==> src/rtl/fwd_select_ctrl_if.sv <==
// Bundle between the ID-stage control and the forwarding/hazard controller.
// ID-side fields (id_*) are only meaningful while id_valid is high. There is no
// per-transfer ready: the controller consumes the ID record on every rising edge
// with pipe_hold low. With pipe_hold high, nothing is consumed and no state moves.
// stall is the controller's back-pressure. While it is high, the ID record is
// replaced by a bubble, and ID must present the same instruction again.
// stage_dbg exposes the EX/MEM/WB shadow records {vld, wr, wd, load}, with EX
// in the most significant field.
interface fwd_select_ctrl_if #(
  parameter int REG_ADDR_W = 5,
  parameter int CNT_W      = 16
);
  logic                      pipe_hold;
  logic                      id_flush;
  logic                      id_valid;
  logic [REG_ADDR_W-1:0]     id_rs;
  logic                      id_rs_used;
  logic [REG_ADDR_W-1:0]     id_rt;
  logic                      id_rt_used;
  logic                      id_wr_en;
  logic [REG_ADDR_W-1:0]     id_wd;
  logic                      id_is_load;
  logic [2:0]                fwd_a_sel;
  logic [2:0]                fwd_b_sel;
  logic                      stall;
  logic [CNT_W-1:0]          stall_cnt;
  logic [3*(REG_ADDR_W+3)-1:0] stage_dbg;

  // Pipeline control side: drives the ID record, receives selects and stall.
  modport master (
    output pipe_hold, id_flush, id_valid, id_rs, id_rs_used, id_rt, id_rt_used,
           id_wr_en, id_wd, id_is_load,
    input  fwd_a_sel, fwd_b_sel, stall, stall_cnt, stage_dbg
  );

  // Forwarding controller side.
  modport slave (
    input  pipe_hold, id_flush, id_valid, id_rs, id_rs_used, id_rt, id_rt_used,
           id_wr_en, id_wd, id_is_load,
    output fwd_a_sel, fwd_b_sel, stall, stall_cnt, stage_dbg
  );
endinterface

==> src/rtl/fwd_select_ctrl.sv <==
// Forwarding / load-use hazard controller for the EX-stage operand muxes.
// Select codes: 0 = register file, 1 = EX/MEM result, 2 = MEM/WB result.
// The controller keeps shadow destination records for EX, MEM and WB. It
// computes the selects while the consumer is in ID and registers them, so they
// line up with the instruction when it reaches EX.
// Optional feature macro: FWD_PERF_CNT_EN adds a saturating stall-cycle counter.
// Without the macro, stall_cnt is tied to zero and no counter is built.
module fwd_select_ctrl #(
  parameter int REG_ADDR_W = 5,
  parameter int CNT_W      = 16
) (
  input  logic               clk,
  input  logic               rst_n,
  fwd_select_ctrl_if.slave   bus
);

  typedef struct packed {
    logic                  vld;
    logic                  wr;
    logic [REG_ADDR_W-1:0] wd;
    logic                  load;
  } stage_rec_t;

  localparam logic [2:0] SEL_RF  = 3'd0;
  localparam logic [2:0] SEL_MEM = 3'd1;
  localparam logic [2:0] SEL_WB  = 3'd2;

  stage_rec_t ex_q;
  stage_rec_t mem_q;
  stage_rec_t wb_q;
  stage_rec_t id_rec;

  logic [2:0] a_sel_d;
  logic [2:0] b_sel_d;
  logic [2:0] a_sel_q;
  logic [2:0] b_sel_q;
  logic       hit_a;
  logic       hit_b;
  logic       stall_w;
  logic       bubble;

  // Pick the forwarding source for one operand. The nearest older producer wins.
  // A load sitting in EX is skipped because its data only exists at MEM/WB.
  // That case is covered by the stall, which separates the two instructions with
  // a bubble so that the load is found in MEM on the retry.
  function automatic logic [2:0] pick_sel(
    input logic                  used,
    input logic [REG_ADDR_W-1:0] src,
    input stage_rec_t            ex,
    input stage_rec_t            mem
  );
    logic [2:0] sel;
    sel = SEL_RF;
    if (!used || (src == '0)) begin
      sel = SEL_RF;
    end else if (ex.vld && ex.wr && (ex.wd == src) && !ex.load) begin
      sel = SEL_MEM;
    end else if (mem.vld && mem.wr && (mem.wd == src)) begin
      sel = SEL_WB;
    end else begin
      sel = SEL_RF;
    end
    return sel;
  endfunction

  // Load-use detection against the instruction currently in EX. A flushed or
  // empty ID slot never stalls, so flush wins over stall.
  always_comb begin
    hit_a   = bus.id_rs_used && (bus.id_rs == ex_q.wd);
    hit_b   = bus.id_rt_used && (bus.id_rt == ex_q.wd);
    stall_w = bus.id_valid && !bus.id_flush &&
              ex_q.vld && ex_q.wr && ex_q.load && (ex_q.wd != '0) &&
              (hit_a || hit_b);
  end

  // Build the record that would enter EX. A write to register 0 is recorded as
  // no write, so r0 can never be a forwarding source.
  always_comb begin
    id_rec      = '0;
    id_rec.vld  = 1'b1;
    id_rec.wr   = bus.id_wr_en && (bus.id_wd != '0);
    id_rec.wd   = bus.id_wd;
    id_rec.load = bus.id_is_load;
    bubble      = stall_w || bus.id_flush || !bus.id_valid;
  end

  // Next-cycle operand selects for the instruction now in ID.
  always_comb begin
    a_sel_d = pick_sel(bus.id_rs_used, bus.id_rs, ex_q, mem_q);
    b_sel_d = pick_sel(bus.id_rt_used, bus.id_rt, ex_q, mem_q);
  end

  // Shadow pipeline: WB <= MEM <= EX <= ID (or a bubble). Frozen while held.
  always_ff @(posedge clk or negedge rst_n) begin
    if (!rst_n) begin
      ex_q  <= '0;
      mem_q <= '0;
      wb_q  <= '0;
    end else if (!bus.pipe_hold) begin
      wb_q  <= mem_q;
      mem_q <= ex_q;
      ex_q  <= bubble ? stage_rec_t'('0) : id_rec;
    end
  end

  // Registered selects that travel with the record into EX. Bubbles read the regfile.
  always_ff @(posedge clk or negedge rst_n) begin
    if (!rst_n) begin
      a_sel_q <= SEL_RF;
      b_sel_q <= SEL_RF;
    end else if (!bus.pipe_hold) begin
      a_sel_q <= bubble ? SEL_RF : a_sel_d;
      b_sel_q <= bubble ? SEL_RF : b_sel_d;
    end
  end

`ifdef FWD_PERF_CNT_EN
  logic [CNT_W-1:0] cnt_q;

  // Count real stall cycles, meaning those not frozen by pipe_hold. The count
  // saturates at all-ones and only reset clears it.
  always_ff @(posedge clk or negedge rst_n) begin
    if (!rst_n) begin
      cnt_q <= '0;
    end else if (stall_w && !bus.pipe_hold && (cnt_q != {CNT_W{1'b1}})) begin
      cnt_q <= cnt_q + 1'b1;
    end
  end

  assign bus.stall_cnt = cnt_q;
`else
  assign bus.stall_cnt = '0;
`endif

  assign bus.fwd_a_sel = a_sel_q;
  assign bus.fwd_b_sel = b_sel_q;
  assign bus.stall     = stall_w;
  assign bus.stage_dbg = {ex_q, mem_q, wb_q};

  // Codes 3..7 are reserved and must never reach the muxes.
  a_sel_range: assert property (@(posedge clk) disable iff (!rst_n)
    (a_sel_q <= SEL_WB) && (b_sel_q <= SEL_WB));

  // A flushed ID slot must never raise a stall.
  flush_no_stall: assert property (@(posedge clk) disable iff (!rst_n)
    bus.id_flush |-> !stall_w);

endmodule

==> src/flat_wrapper.sv <==
// flat-port wrapper written by rule: the top's interface ports become plain ports
module fwd_select_ctrl_flat 
#(
  parameter int REG_ADDR_W = 5,
  parameter int CNT_W      = 16
)
  (clk, rst_n, bus_pipe_hold, bus_id_flush, bus_id_valid, bus_id_rs, bus_id_rs_used, bus_id_rt, bus_id_rt_used, bus_id_wr_en, bus_id_wd, bus_id_is_load, bus_fwd_a_sel, bus_fwd_b_sel, bus_stall, bus_stall_cnt, bus_stage_dbg);
  fwd_select_ctrl_if #(.REG_ADDR_W(REG_ADDR_W), .CNT_W(CNT_W)) bus_i ();
  input  logic clk;
  input  logic rst_n;
  input wire logic [$bits(bus_i.pipe_hold)-1:0] bus_pipe_hold;
  input wire logic [$bits(bus_i.id_flush)-1:0] bus_id_flush;
  input wire logic [$bits(bus_i.id_valid)-1:0] bus_id_valid;
  input wire logic [$bits(bus_i.id_rs)-1:0] bus_id_rs;
  input wire logic [$bits(bus_i.id_rs_used)-1:0] bus_id_rs_used;
  input wire logic [$bits(bus_i.id_rt)-1:0] bus_id_rt;
  input wire logic [$bits(bus_i.id_rt_used)-1:0] bus_id_rt_used;
  input wire logic [$bits(bus_i.id_wr_en)-1:0] bus_id_wr_en;
  input wire logic [$bits(bus_i.id_wd)-1:0] bus_id_wd;
  input wire logic [$bits(bus_i.id_is_load)-1:0] bus_id_is_load;
  output wire logic [$bits(bus_i.fwd_a_sel)-1:0] bus_fwd_a_sel;
  output wire logic [$bits(bus_i.fwd_b_sel)-1:0] bus_fwd_b_sel;
  output wire logic [$bits(bus_i.stall)-1:0] bus_stall;
  output wire logic [$bits(bus_i.stall_cnt)-1:0] bus_stall_cnt;
  output wire logic [$bits(bus_i.stage_dbg)-1:0] bus_stage_dbg;
  assign bus_i.pipe_hold = bus_pipe_hold;
  assign bus_i.id_flush = bus_id_flush;
  assign bus_i.id_valid = bus_id_valid;
  assign bus_i.id_rs = bus_id_rs;
  assign bus_i.id_rs_used = bus_id_rs_used;
  assign bus_i.id_rt = bus_id_rt;
  assign bus_i.id_rt_used = bus_id_rt_used;
  assign bus_i.id_wr_en = bus_id_wr_en;
  assign bus_i.id_wd = bus_id_wd;
  assign bus_i.id_is_load = bus_id_is_load;
  assign bus_fwd_a_sel = bus_i.fwd_a_sel;
  assign bus_fwd_b_sel = bus_i.fwd_b_sel;
  assign bus_stall = bus_i.stall;
  assign bus_stall_cnt = bus_i.stall_cnt;
  assign bus_stage_dbg = bus_i.stage_dbg;
  fwd_select_ctrl #(.REG_ADDR_W(REG_ADDR_W), .CNT_W(CNT_W)) u_core (.clk(clk), .rst_n(rst_n), .bus(bus_i));
endmodule
==> config.mk <==
export PLATFORM = sky130hd
export DESIGN_NAME = fwd_select_ctrl_flat
export DESIGN_NICKNAME = d
export VERILOG_FILES = /design/src/rtl/fwd_select_ctrl_if.sv /design/src/rtl/fwd_select_ctrl.sv /design/src/flat_wrapper.sv
export SDC_FILE = /design/constraint.sdc
export NUM_CORES = 1
export LEC_CHECK = 0
export BUFFER_PORTS_ARGS = -buffer_cell sky130_fd_sc_hd__buf_2
export CAP_MARGIN = 20
export CORE_ASPECT_RATIO = 1.25
export CORE_MARGIN = 2
export CORE_UTILIZATION = 40
export DETAILED_ROUTE_END_ITERATION = 12
export PLACE_DENSITY = 0.69
export SLEW_MARGIN = 20
export SYNTH_ARGS = -nofsm -noshare
export SYNTH_HDL_FRONTEND = slang
export SYNTH_SLANG_ARGS = --single-unit
export TNS_END_PERCENT = 100
==> constraint.sdc <==
create_clock -name clk -period 2.2 [get_ports clk]
set_input_delay 0.44 -clock clk [delete_from_list [all_inputs] [get_ports clk]]
set_output_delay 0.44 -clock clk [all_outputs]
set_load 0.01 [all_outputs]
Word-level counts from Yosys, hierarchy flattened
Cells that the tools add are included.
- RAM bits: 0
- bits in registers: 30
- word-level logic and storage cells: 60
- bits in read-only memories: 0
- latch bits: 0
- memories: 0
- output and inout port bits: 47
- bits of input ports: 24
- divide/modulo/power cells: 0
- $lt $le $gt $ge: 0
- multiply operators: 0
- bitwise logic cells: 0
- add/sub/neg operators: 0
- muxes and demuxes: 9
- shift operators: 0
- equal/unequal tests: 6
- reduce and logical (&&, ||, !) cells: 31
- operators by type and width (operator ; count):
    equality test 5 bit ; 6
    2-to-1 mux 3 bit ; 6
    logical AND 1 bit ; 17
    logical NOT 5 bit ; 2
    nonzero test 5 bit ; 2
    2-to-1 mux 8 bit ; 1
    logical NOT 1 bit ; 5
    logical OR 1 bit ; 5
    2-to-1 mux 2 bit ; 2

Depth between registers and ports, before layout
- depth in word-level cells: 10
- depth in mapped cells: 6
- mapped depth without buffers: 5

Worst setup path before layout
OpenSTA, ideal clock, no wires.
- path type: flip-flop to output port
- start point: register u_core.ex_q (netlist bit u_core.bus.stage_dbg[17])
- end point: output bus_stall
- required time: 1.760 ns
- slack: 0.346 ns
- cell stages (with the launch flop): 6
- arrival time: 1.414 ns
- buffers on the path: 1
- path through: dfrtp_1 -> nor2b_4 -> a2111oi_4 -> nand4_1 -> a21oi_2 -> buf_6
- word-level cells in the longest chain between the ends: 4
- elaborated cells on any way between the ends: 8
- classes of those cells: eq/ne: 2; reduce/logical: 6
- RTL lines (what ; line ; text):
    start: declaration ; fwd_select_ctrl.sv:28 ; stage_rec_t ex_q;
    start signal: assignment ; fwd_select_ctrl.sv:102 ; ex_q <= bubble ? stage_rec_t'('0) : id_rec;
    equality test 5 bit, on equally long branches ; fwd_select_ctrl.sv:69, fwd_select_ctrl.sv:70 ;
    logical AND 1 bit, on equally long branches ; fwd_select_ctrl.sv:69, fwd_select_ctrl.sv:70 ;
    logical OR 1 bit ; fwd_select_ctrl.sv:73 ; (hit_a || hit_b);
    logical AND 1 bit (*) ; fwd_select_ctrl.sv:72 ; ex_q.vld && ex_q.wr && ex_q.load && (ex_q.wd != '0) &&
    end: declaration ; flat_wrapper.sv:23 ; output wire logic [$bits(bus_i.stall)-1:0] bus_stall;
Mark *: on every way between the ends. The rest lies on a longest branch, timed or not.

Worst setup path after layout
- start point: register u_core.ex_q (netlist bit u_core.bus.stage_dbg[18])
- end point: output bus_stall
Same word-level chain as after synthesis.

==> key figures <==
Outcome
  – Status: finished clean

Floorplanning
  – Cell Rows: 25
  – Core ar.: 0.003816 mm2
  – Initial core utilization: 0.4213
  – Die Area: between 0.004 and 0.005 mm2
  – Die W: 60.71 um
  – I/O Pins: 71
  – Height of the die: roughly 75 um

GRT
  – First-pass GRT wire length: 5.934 mm
  – Largest net degree at the start of global routing: 30
  – GRT Total Usage: 0.1773
  – Total grt overflow: 0
  – Initial antenna violation count: 0
  – Number of global-route vias before repair: 1217

Worst setup path
  – CP endpoint kind: output pin
  – RR Startpoint: u_core.bus.stage_dbg[21]
  – Type of the worst setup path: flip-flop to output pin
  – Maximum fanout along the worst path: 6
  – Critical Path Source: u_core.bus.stage_dbg[18]
  – Flop-to-flop setup slack: 530 ps
  – Worst reg2reg path depth: 6
  – Startpoint Class: flip-flop
  – Crit path DAT: 1680 ps
  – WP data required: 1760 ps

Power and ir drop
  – Power Density: 617.3 mW/mm2
  – Static leakage: 0.9984 nW
  – VDD IR max: 0.0002601 V
  – Overall power: approximately 1.2 mW

Layout
  – Number of nets in the layout: 233
  – Antenna diode count: 0
  – Area delta synth->final: 22.41%
  – Layout cells sized above 1: 0.4471

Clock tree
  – CTS HTree Levels: 1
  – CTS Sinks: 28
  – CTS buffer count: 3
  – Clk slew on worst S/H paths: 90 ps
  – Clock buffer depth: 2
  – CTS tree: built
  – Root Buffer: clkbuf_8
  – Worst skew pair latency: 270 ps

Drt
  – First-pass detailed-route iteration total: 4
  – Final wirelength: around 3.6 mm
  – Routed Antenna Nets: 0
  – Via Count: approximately 1200
  – Routed wire per std cell: 13.85 um
  – Remaining DRCs: 0
  – Vias per cell: 4.760
  – First DRT Iteration DRCs: 55

STA
  – Slew @ Worst Pin: between 600 and 700 ps
  – # setup viols final: 0
  – Tmin final: 2122 ps
  – RSZ-0062 raised after global routing: true
  – Final hold vios: 0
  – Slew HR: 0.5861
  – Fmax: 471.2 MHz
  – Skew final: 1.639 ps
  – Final period utilization: 0.9647
  – Setup WS post-layout: 77.65 ps
  – Pins Over Slew Limit: 0

Logic synthesis
  – Synthesized area: 0.001608 mm2
  – Sequential-to-total area share from yosys stat: 0.4358
  – Mean Syn Cell Area: 10.72 um2
  – Post-synthesis cell count: 150
  – Unique masters post-synth: 31
  – Yosys reg bits: 28
  – Synth warn: 0

Place
  – Detail Placement HPWL: 2.752 mm
  – Pre-CTS WS: 282.8 ps
  – GP Congestion: 0.8499
  – Port bufs: 52

Hold path
  – Hold WC Path Type: primary input to async pin

Job
  – Max cap viols: 0
[cell usage after synthesis]
cell type / instances / area, um2
dfrtp_1: 28 / 700.7
nand2_1: 20 / 75.07
buf_4: 18 / 135.1
mux2_2: 15 / 168.9
o21ai_2: 9 / 78.83
xor2_1: 9 / 78.83
xnor2_1: 7 / 61.31
nand3_1: 5 / 25.02
nand4_1: 4 / 25.02
o21ai_0: 4 / 20.02
or4_1: 4 / 30.03
o211ai_1: 3 / 22.52
clkbuf_1: 2 / 7.510
inv_1: 2 / 7.510
nor2_1: 2 / 7.510
nor4_1: 2 / 12.51
or2b_1: 2 / 15.01
a2111oi_4: 1 / 27.53
a21oi_2: 1 / 8.760
and2b_1: 1 / 7.510
buf_1: 1 / 3.750
buf_6: 1 / 11.26
conb_1: 1 / 3.750
nand2b_1: 1 / 6.260
nor2b_1: 1 / 6.260
nor2b_4: 1 / 13.76
nor3_1: 1 / 5.000
nor3b_1: 1 / 7.510
nor3b_4: 1 / 18.77
o2111a_1: 1 / 11.26
o21ai_1: 1 / 5.000
[flip-flops by register name, summed over array words and instances (netlist names)]
signal and cells:
u_core.bus.stage_dbg 24, u_core.bus.fwd_b_sel 2, u_core.bus.fwd_a_sel 2
[metrics by stage]
step | hold slack (ps) | area, um2 | util | TNS, ps | std cells
after detailed placement | 476.8 | 1872 | 0.4905 | 0 | 255
after global placement | 471.4 | 1872 | 0.4905 | 0 | 255
after floorplan | 144.4 | 1672 | - | 0 | 167
final | 168.9 | 1968 | 0.5157 | 0 | 262
after CTS | 190.1 | 1943 | 0.5092 | 0 | 259
after global routing | 219.7 | 1968 | 0.5157 | -13.16 | 262
[placed cells by master (no fill, tap or decap), drive strengths merged]
master,instances
o2111a,1
a2111oi,1
dfrtp,28
inv,2
nand3,5
nor2b,2
mux2,15
and2b,1
nand2b,1
o21ai,14
buf,59
or4,4
nand2,20
bufinv,1
nor4,2
a21oi,1
xor2,9
nand4,4
nor3,1
xnor2,7
o211ai,3
clkbuf,3
nor2,2
conb,18
or2b,2
nor3b,2
[power breakdown]
group          leakage, nW  total (mW)  internal [mW]  switching [mW]
Clock               0.0357       0.402          0.244           0.159
Combinational        0.587       0.225          0.105           0.119
Sequential           0.375       0.588          0.549          0.0386
[what timing repair did]
| action | CTS | global route |
|---|---|---|
| hold buffers | 0 | 0 |
| endpoints found under the setup margin | 0 | 1 |
| gates resized for setup | 0 | 2 |
| buffers inserted | 0 | 3 |
[critical path: stages (launching register included)]
cell	delay, ps
dfrtp_2	450
or4_1	510
o21ai_0	250
a21oi_2	60
buf_2	150
[metal layers]
layer	global-route usage	wire [um]	vias to the layer above	share of wire
met5	0	0	-	0
met1	0.2464	1595	590	0.44
met3	0.02921	268	4	0.074
met2	0.2784	1721	57	0.47
li1	-	-	596	-
met4	0.06522	44	0	0.012
[layout make-up]
| class | count | area [um2] |
|---|---|---|
| fillers | 389 | 1848 |
| multi-input cells | 115 | 805.8 |
| flip-flops and latches | 28 | 703.2 |
| repair buffers | 59 | 312.8 |
| well taps | 54 | 67.56 |
| clock buffers | 3 | 41.29 |
| clock inverters | 1 | 30.03 |
| inverters | 2 | 7.507 |
[kinds of logic after synthesis]
kind of cell | after synthesis | synth area share
and+or+nand+nor | 46 | 0.1588
DFF | 28 | 0.4358
buffers and inverters | 24 | 0.1027
AOI/OAI and AO/OA | 20 | 0.1082
xor gates and xnor gates | 16 | 0.08716
muxes | 15 | 0.1051
other | 1 | 0.002332
[path summary, 6_finish.rpt]
| path | endpoint |
|---|---|
| min | u_core.bus.stage_dbg[0] |
| max | bus_stall |
| max reg2reg | u_core.bus.fwd_a_sel[1] |
| max in group asynchronous | u_core.bus.stage_dbg[20] |
| min reg2reg | u_core.bus.fwd_b_sel[1] |
| min in group clk | u_core.bus.stage_dbg[16] |
No activity file was read; power rests on OpenSTA's default activity.
